### config.mk
export PLATFORM = sky130hd
export DESIGN_NAME = fetch_stage
export DESIGN_NICKNAME = d
export VERILOG_FILES = /design/src/rtl/fetch_pkg.sv /design/src/rtl/register.sv /design/src/rtl/fetch_stage.sv
export SDC_FILE = /design/constraint.sdc
export NUM_CORES = 1
export LEC_CHECK = 0
export ABC_AREA = 0
export CORE_AREA = 3 3 85 87
export CTS_CLUSTER_DIAMETER = 40
export DETAILED_ROUTE_END_ITERATION = 10
export DIE_AREA = 0 0 88 90
export PLACE_DENSITY = 0.85
export SYNTH_ARGS = -nofsm -noshare
export SYNTH_HDL_FRONTEND = slang
export SYNTH_HIERARCHICAL = 1
export SYNTH_SLANG_ARGS = --single-unit
### constraint.sdc
create_clock -name clk -period 3 [get_ports clk]
set_clock_uncertainty 0.1 [all_clocks]
set_input_delay 0.6 -clock clk [delete_from_list [all_inputs] [get_ports clk]]
set_output_delay 0.6 -clock clk [all_outputs]
set_load 0.01 [all_outputs]
### src/rtl/fetch_pkg.sv
// Shared types and constants for the instruction-fetch stage.
package fetch_pkg;

    localparam int unsigned XLEN = 16;
    localparam logic [XLEN-1:0] NOP_INSTR = 16'h0800;
    localparam logic [4:0] HALT_OPC = 5'b00000;

    typedef enum logic [1:0] {
        ST_FETCH,
        ST_WAIT,
        ST_HOLD,
        ST_HALTED
    } fetch_state_t;

    // A word whose top five bits carry the HALT opcode freezes fetch.
    function automatic logic is_halt(input logic [XLEN-1:0] word);
        return word[XLEN-1 -: 5] == HALT_OPC;
    endfunction

endpackage

### src/rtl/register.sv
// Generic enabled register with asynchronous active-high reset to a parameterised value.
module register #(
    parameter int unsigned W = 16,
    parameter logic [W-1:0] RESET_VAL = '0
) (
    input  logic         clk,
    input  logic         rst,
    input  logic         en,
    input  logic [W-1:0] d,
    output logic [W-1:0] q
);

    always_ff @(posedge clk or posedge rst) begin
        if (rst) begin
            q <= RESET_VAL;
        end else if (en) begin
            q <= d;
        end
    end

endmodule

### src/rtl/fetch_stage.sv
// Instruction-fetch stage: owns the PC, absorbs memory latency, honours stalls and redirects.
// Optional memory-wait counter and stall_cnt port enabled by FETCH_STALL_CNT_EN.
module fetch_stage
    import fetch_pkg::*;
#(
    parameter logic [XLEN-1:0] RESET_PC = 16'h0000,
    parameter int unsigned     CNT_W    = 32
) (
    input  logic            clk,
    input  logic            rst,
    input  logic            stall,
    input  logic            redirect,
    input  logic [XLEN-1:0] redirect_pc,
    input  logic            mem_done,
    input  logic [XLEN-1:0] mem_rdata,
    output logic            mem_rd,
    output logic [XLEN-1:0] mem_addr,
    output logic [XLEN-1:0] instr,
    output logic [XLEN-1:0] pc_add2,
    output logic            instr_valid,
    output logic            halted
`ifdef FETCH_STALL_CNT_EN
    ,
    output logic [CNT_W-1:0] stall_cnt
`endif
);

    fetch_state_t    state, state_nxt;
    logic [XLEN-1:0] pc, pc_nxt;
    logic            pc_en;
    logic [XLEN-1:0] hold_buf, hold_nxt;
    logic [XLEN-1:0] pend_pc, pend_pc_nxt;
    logic            pend, pend_nxt;

    register #(.W(XLEN), .RESET_VAL(RESET_PC)) u_pc (
        .clk (clk),
        .rst (rst),
        .en  (pc_en),
        .d   (pc_nxt),
        .q   (pc)
    );

    assign pc_add2  = pc + XLEN'(2);
    assign mem_addr = pc;

    always_ff @(posedge clk or posedge rst) begin
        if (rst) begin
            state    <= ST_FETCH;
            hold_buf <= NOP_INSTR;
            pend     <= 1'b0;
            pend_pc  <= RESET_PC;
        end else begin
            state    <= state_nxt;
            hold_buf <= hold_nxt;
            pend     <= pend_nxt;
            pend_pc  <= pend_pc_nxt;
        end
    end

    // Next-state, next-PC and presented-instruction logic.
    always_comb begin
        state_nxt   = state;
        pc_en       = 1'b0;
        pc_nxt      = pc_add2;
        hold_nxt    = hold_buf;
        pend_nxt    = pend;
        pend_pc_nxt = pend_pc;
        mem_rd      = 1'b0;
        instr       = NOP_INSTR;
        instr_valid = 1'b0;
        halted      = 1'b0;

        case (state)
            ST_FETCH, ST_WAIT: begin
                mem_rd = 1'b1;
                if (!mem_done) begin
                    // Access in flight cannot be aborted; remember the latest target.
                    state_nxt = ST_WAIT;
                    if (redirect) begin
                        pend_nxt    = 1'b1;
                        pend_pc_nxt = redirect_pc;
                    end
                end else if (redirect || pend) begin
                    state_nxt = ST_FETCH;
                    pc_en     = 1'b1;
                    pc_nxt    = redirect ? redirect_pc : pend_pc;
                    pend_nxt  = 1'b0;
                end else begin
                    instr       = mem_rdata;
                    instr_valid = 1'b1;
                    if (stall) begin
                        hold_nxt  = mem_rdata;
                        state_nxt = ST_HOLD;
                    end else if (is_halt(mem_rdata)) begin
                        state_nxt = ST_HALTED;
                    end else begin
                        pc_en     = 1'b1;
                        state_nxt = ST_FETCH;
                    end
                end
            end
            ST_HOLD: begin
                if (redirect) begin
                    pc_en     = 1'b1;
                    pc_nxt    = redirect_pc;
                    state_nxt = ST_FETCH;
                end else begin
                    instr       = hold_buf;
                    instr_valid = 1'b1;
                    if (!stall) begin
                        if (is_halt(hold_buf)) begin
                            state_nxt = ST_HALTED;
                        end else begin
                            pc_en     = 1'b1;
                            state_nxt = ST_FETCH;
                        end
                    end
                end
            end
            ST_HALTED: begin
                halted = 1'b1;
                if (redirect) begin
                    pc_en     = 1'b1;
                    pc_nxt    = redirect_pc;
                    state_nxt = ST_FETCH;
                end
            end
            default: begin
                state_nxt = ST_FETCH;
            end
        endcase

        // Nothing is requested or presented while reset is held.
        if (rst) begin
            mem_rd      = 1'b0;
            instr       = NOP_INSTR;
            instr_valid = 1'b0;
            halted      = 1'b0;
        end
    end

`ifdef FETCH_STALL_CNT_EN
    // Saturating count of cycles spent waiting on instruction memory.
    always_ff @(posedge clk or posedge rst) begin
        if (rst) begin
            stall_cnt <= '0;
        end else if (mem_rd && !mem_done && (stall_cnt != '1)) begin
            stall_cnt <= stall_cnt + CNT_W'(1);
        end
    end
`endif

endmodule

After elaboration in Yosys (flattened, before gate mapping). Cells that the tools add are included.

Register bits: 51. Word-level logic and storage cells: 65. Input port bits: 37. Output and inout bits: 51.

Eq/ne operators: 6. Reductions and logical operators: 11. Muxes and demuxes: 40. Add/subtract/negate cells: 1. Bitwise logic cells: 2.

Operator list (count): $mux 16 (8); $pmux 16 s2 (2); $mux 1 (19); $add 16x2->16 const B (1); $mux 2 (8); $logic_not 5->1 (2); $pmux 2 s3 (1); $eq 2x2->1 const B (2); $reduce_and 2->1 (2); $reduce_and 4->1 (1); $reduce_or 2->1 (2); $ne 3x3->1 const B (1); $pmux 1 s3 (1); $reduce_and 3->1 (1); $eq 2x1->1 const B (1); $logic_not 2->1 (1); $ne 2x1->1 const B (1); $ne 2x2->1 const B (1); $not 1->1 (2); $pmux 1 s2 (1); $reduce_bool 2->1 (1); $logic_or 1x1->1 (1).

Depth between registers and ports, before layout. Gate-level depths: netlist (run 1).

Depth after elaboration: 6. Depth in mapped cells: 7. Gate-level depth less buffers: 6.

Cells and area by module. The synthesis (run 1) kept the hierarchy.

Modules (own cells, without submodules): fetch_stage (times used 1, area an instance 2293.4 um^2, seq. area each 877.1 um^2, cells each 229); register (times used 1, area an instance 653.1 um^2, seq. area each 400.4 um^2, cells each 35).

Worst setup path before layout (run 1). Ideal clock, no wire load.

Path kind: input port to output port. From: in rst. To: out instr[10]. Data required time: 2300 ps. Buffers on the path: 1. Arrival time: 2100 ps. Cell stages on the path: 4. Slack: 200 ps. Cell sequence: inv_1 nand2_1 clkbuf_1 nor2_1.

Word-level cells in the longest chain between the ends: 1.

RTL lines: start: declaration (RTL line fetch_stage.sv:10) `input logic rst,`; $mux 16 (RTL line fetch_stage.sv:134) `if (rst) begin`; end: declaration (RTL line fetch_stage.sv:18) `output logic [XLEN-1:0] instr,`.

Every way passes these cells.

Worst setup path in the final report (run 1).
From: in mem_done. To: out instr[11].

Word-level cells in the longest chain between the ends: 3.

RTL lines: start: declaration (RTL line fetch_stage.sv:14) `input logic mem_done,`; $mux 16 (RTL line fetch_stage.sv:76) `if (!mem_done) begin`; $pmux 16 s2 (RTL line fetch_stage.sv:73) `case (state)`; $mux 16 (RTL line fetch_stage.sv:134).

Every way passes these cells.

==> results of run 1 <==
[power groups by stage]
stage,combinational [uW],clock (uW),sequential (uW)
finish,1540,376,1180
global route,1650,420,1220
CTS,1490,393,1180
detailed placement,1480,0,1190
global placement,1450,0,1170
floorplan,757,0,1170
[layout by cell type (no fill, tap or decap), types with 3 or more instances in the layout]
cell,count
clkdlybuf4s50_1,69
dfrtp_1,49
mux2_2,28
nor2_1,27
mux2_4,20
dlygate4sd2_1,17
buf_4,17
a22oi_1,16
o21ai_0,10
xnor2_1,8
inv_1,7
a21oi_1,7
nand4_1,7
a22o_1,7
o22ai_1,6
a21o_1,6
nand2_1,5
or3_1,5
o22a_1,5
clkbuf_8,5
nand3_1,4
o21a_1,4
and4_1,3
xor2_1,3
nor2b_1,3
[area by class of cell]
type                    instances  area, um^2  area share, %
clock inverters                 1        5.00          0.122
inverters                       8        30.0          0.733
well taps                      77        96.3           2.35
repair buffers                107        1040           25.5
multi-input cells             193        1570           38.2
flip-flops and latches         51        1280           31.2
clock buffers                   7        76.3           1.86
[through the flow]
| stage | power (uW) | setup TNS, ps | util, % |
|---|---|---|---|
| global placement | 2620 | -1590 | 61.6 |
| floorplan | 1930 | 0 | - |
| detailed placement | 2670 | -1460 | 61.6 |
| global route | 3290 | -27.1 | 63.8 |
| CTS | 3060 | 0 | 62.7 |
| finish | 3090 | 0 | 63.8 |
[cells by family after synthesis]
kind of cell / share of synthesized area [%]
and+or+nand+nor: 12.3
AOI/OAI and AO/OA: 15.2
DFF: 43.4
muxes: 20.9
buffers and inverters: 4.03
xor gates and xnor gates: 3.86
adders and majority gates: 0.425
[flip-flops by register name, indices dropped and copies added, names as in the netlist]
name      flops
pend          1
u_pc/q       16
hold_buf     16
state         2
pend_pc      16
[timing repair]
item                       in CTS  in global routing
pin swaps                       0                  2
setup endpoints to repair      19                  4
resized for setup              18                  4
buffers inserted                1                  4
cloned                          0                  1
[path summary, 6_finish.rpt]
path                       startpoint           to  slack (ps)  cells past startpoint
min in group asynchronous         rst  hold_buf[4]         690                      3
max                          mem_done    instr[11]          80                      8
max reg2reg                  state[1]   u_pc/q[11]         890                      5
min reg2reg                pend_pc[5]   pend_pc[5]         410                      1
min                        pend_pc[5]   pend_pc[5]         410                      1
max in group asynchronous         rst    u_pc/q[1]        1610                      3
[layer usage]
| layer | track usage [%] | vias to the layer above | part of all wire (%) |
|---|---|---|---|
| met2 | 31.6 | 101 | 48 |
| met3 | 4.75 | 10 | 7.1 |
| li1 | - | 1193 | - |
| met4 | 4.60 | 0 | 0.98 |
| met1 | 24.3 | 1249 | 44 |
| met5 | 0 | - | 0 |
==> qor.csv, run 1 <==
metric,value,unit
routed_wl,7.51,mm
antenna_cells,0,
num-fill-cells,514,
clock_latency,290,ps
synth_cell_type_count,42,
required,2300,ps
grt-ovfl-total,0,
async_flop_share,100,%
postRouteAntennaNets,0,
io_pins,88,
design_area,4100,um^2
die_w,88,um
cts-root-buf,clkbuf_8,
grt_pass1_wl,12.3,mm
grt_max_degree,36,
cts_tree,built,
instances_no_fill,444,
hold_buffers,0,
cts_buffers,5,
coreArea,6420,um^2
seq_area_frac_synth,43.4,%
htreeDepth,2,
antenna_found_initial,0,
dieArea,7920,um^2
synth_warnings,6,
grt_pass1_vias,2591,
final.min_clock_period,2920,ps
max_slew_margin,43.0,%
dp_slack,-145,ps
path_cells,"clkdlybuf4s50_1, inv_2, nor4_4, buf_4, buf_12, nor2b_1, o21ai_1, dlygate4sd2_1",
power.leakage,0.00182,uW
grt_use_total,18.9,%
placed_cells,430,
die_h,90,um
vias_per_cell,5.75,
synth-edff-count,0,
synth_top_flop_cell,dfrtp_1,
clk_pin_slew,90,ps
critPathLaunchType,primary input,
cp_max_fo,10,
netlist_area,2950,um^2
dr_total_vias,2553,
max-vdd-ir-drop,0.306,mV
path_class,primary input to primary output,
ctsLongestPathBuffers,2,
yosysTopAreaCell,dfrtp_1,
hold_path.class,flip-flop to flip-flop,
initial_utilization,45.9,%
yosys_register_bits,51,
switching_share,34.6,%
synth_top_area_share,42.5,%
finalCritPeriodShare,97.3,%
drv_slew,0,
drc_errors,0,
cp_top_family,buffers and inverters,
setup_viol,0,
syn_inst,264,
dr.pass1.iters,4,
port_buffers,87,
status,"finished, final reports clean",
place.gp.congestion,0.827,
tightest_slew,848,ps
syn_nets,302,
comb_power_share,49.7,%
synth_area_leaders,"dfrtp_1, mux2_2, mux2_4",
cp.arrival,2220,ps
area_growth,39.0,%
synth.most_common_cell,dfrtp_1,
pwr-share-seq,38.2,%
worst_slack,79.7,ps
crit_buf_inv,5,
crit_slowest_cell,clkdlybuf4s50_1,
post_route_cells_drive_above_1_share,22.3,%
avgSynthCellArea,11.2,um^2
switchingPower,1070,uW
rows,29,
maxCapViolations,0,
clock.fmax,342,MHz
critical_path.max_stage_delay,490,ps
p_int,2020,uW
whs,412,ps
avgRoutedWirePerCell,16.9,um
ys_top_cells_by_count,"dfrtp_1, mux2_2, nor2_1, mux2_4, a22oi_1",
drt_iter0_markers,153,
numClockSinks,51,
critical_path.endpoint_type,primary output,
power.density,755,nW/um^2
hold_viol,0,
place_hpwl,5.44,mm
clockPowerShare,12.2,%
placed_area,3960,um^2
nNetsFinal,404,
Power figures use the tool's default switching activity.
==> inputs of run 2 (changes only) <==
Settings changed: CAP_MARGIN set to 20.
==> results of run 2 <==
No change in the layout: final DEF, timing and power equal those of run 1.
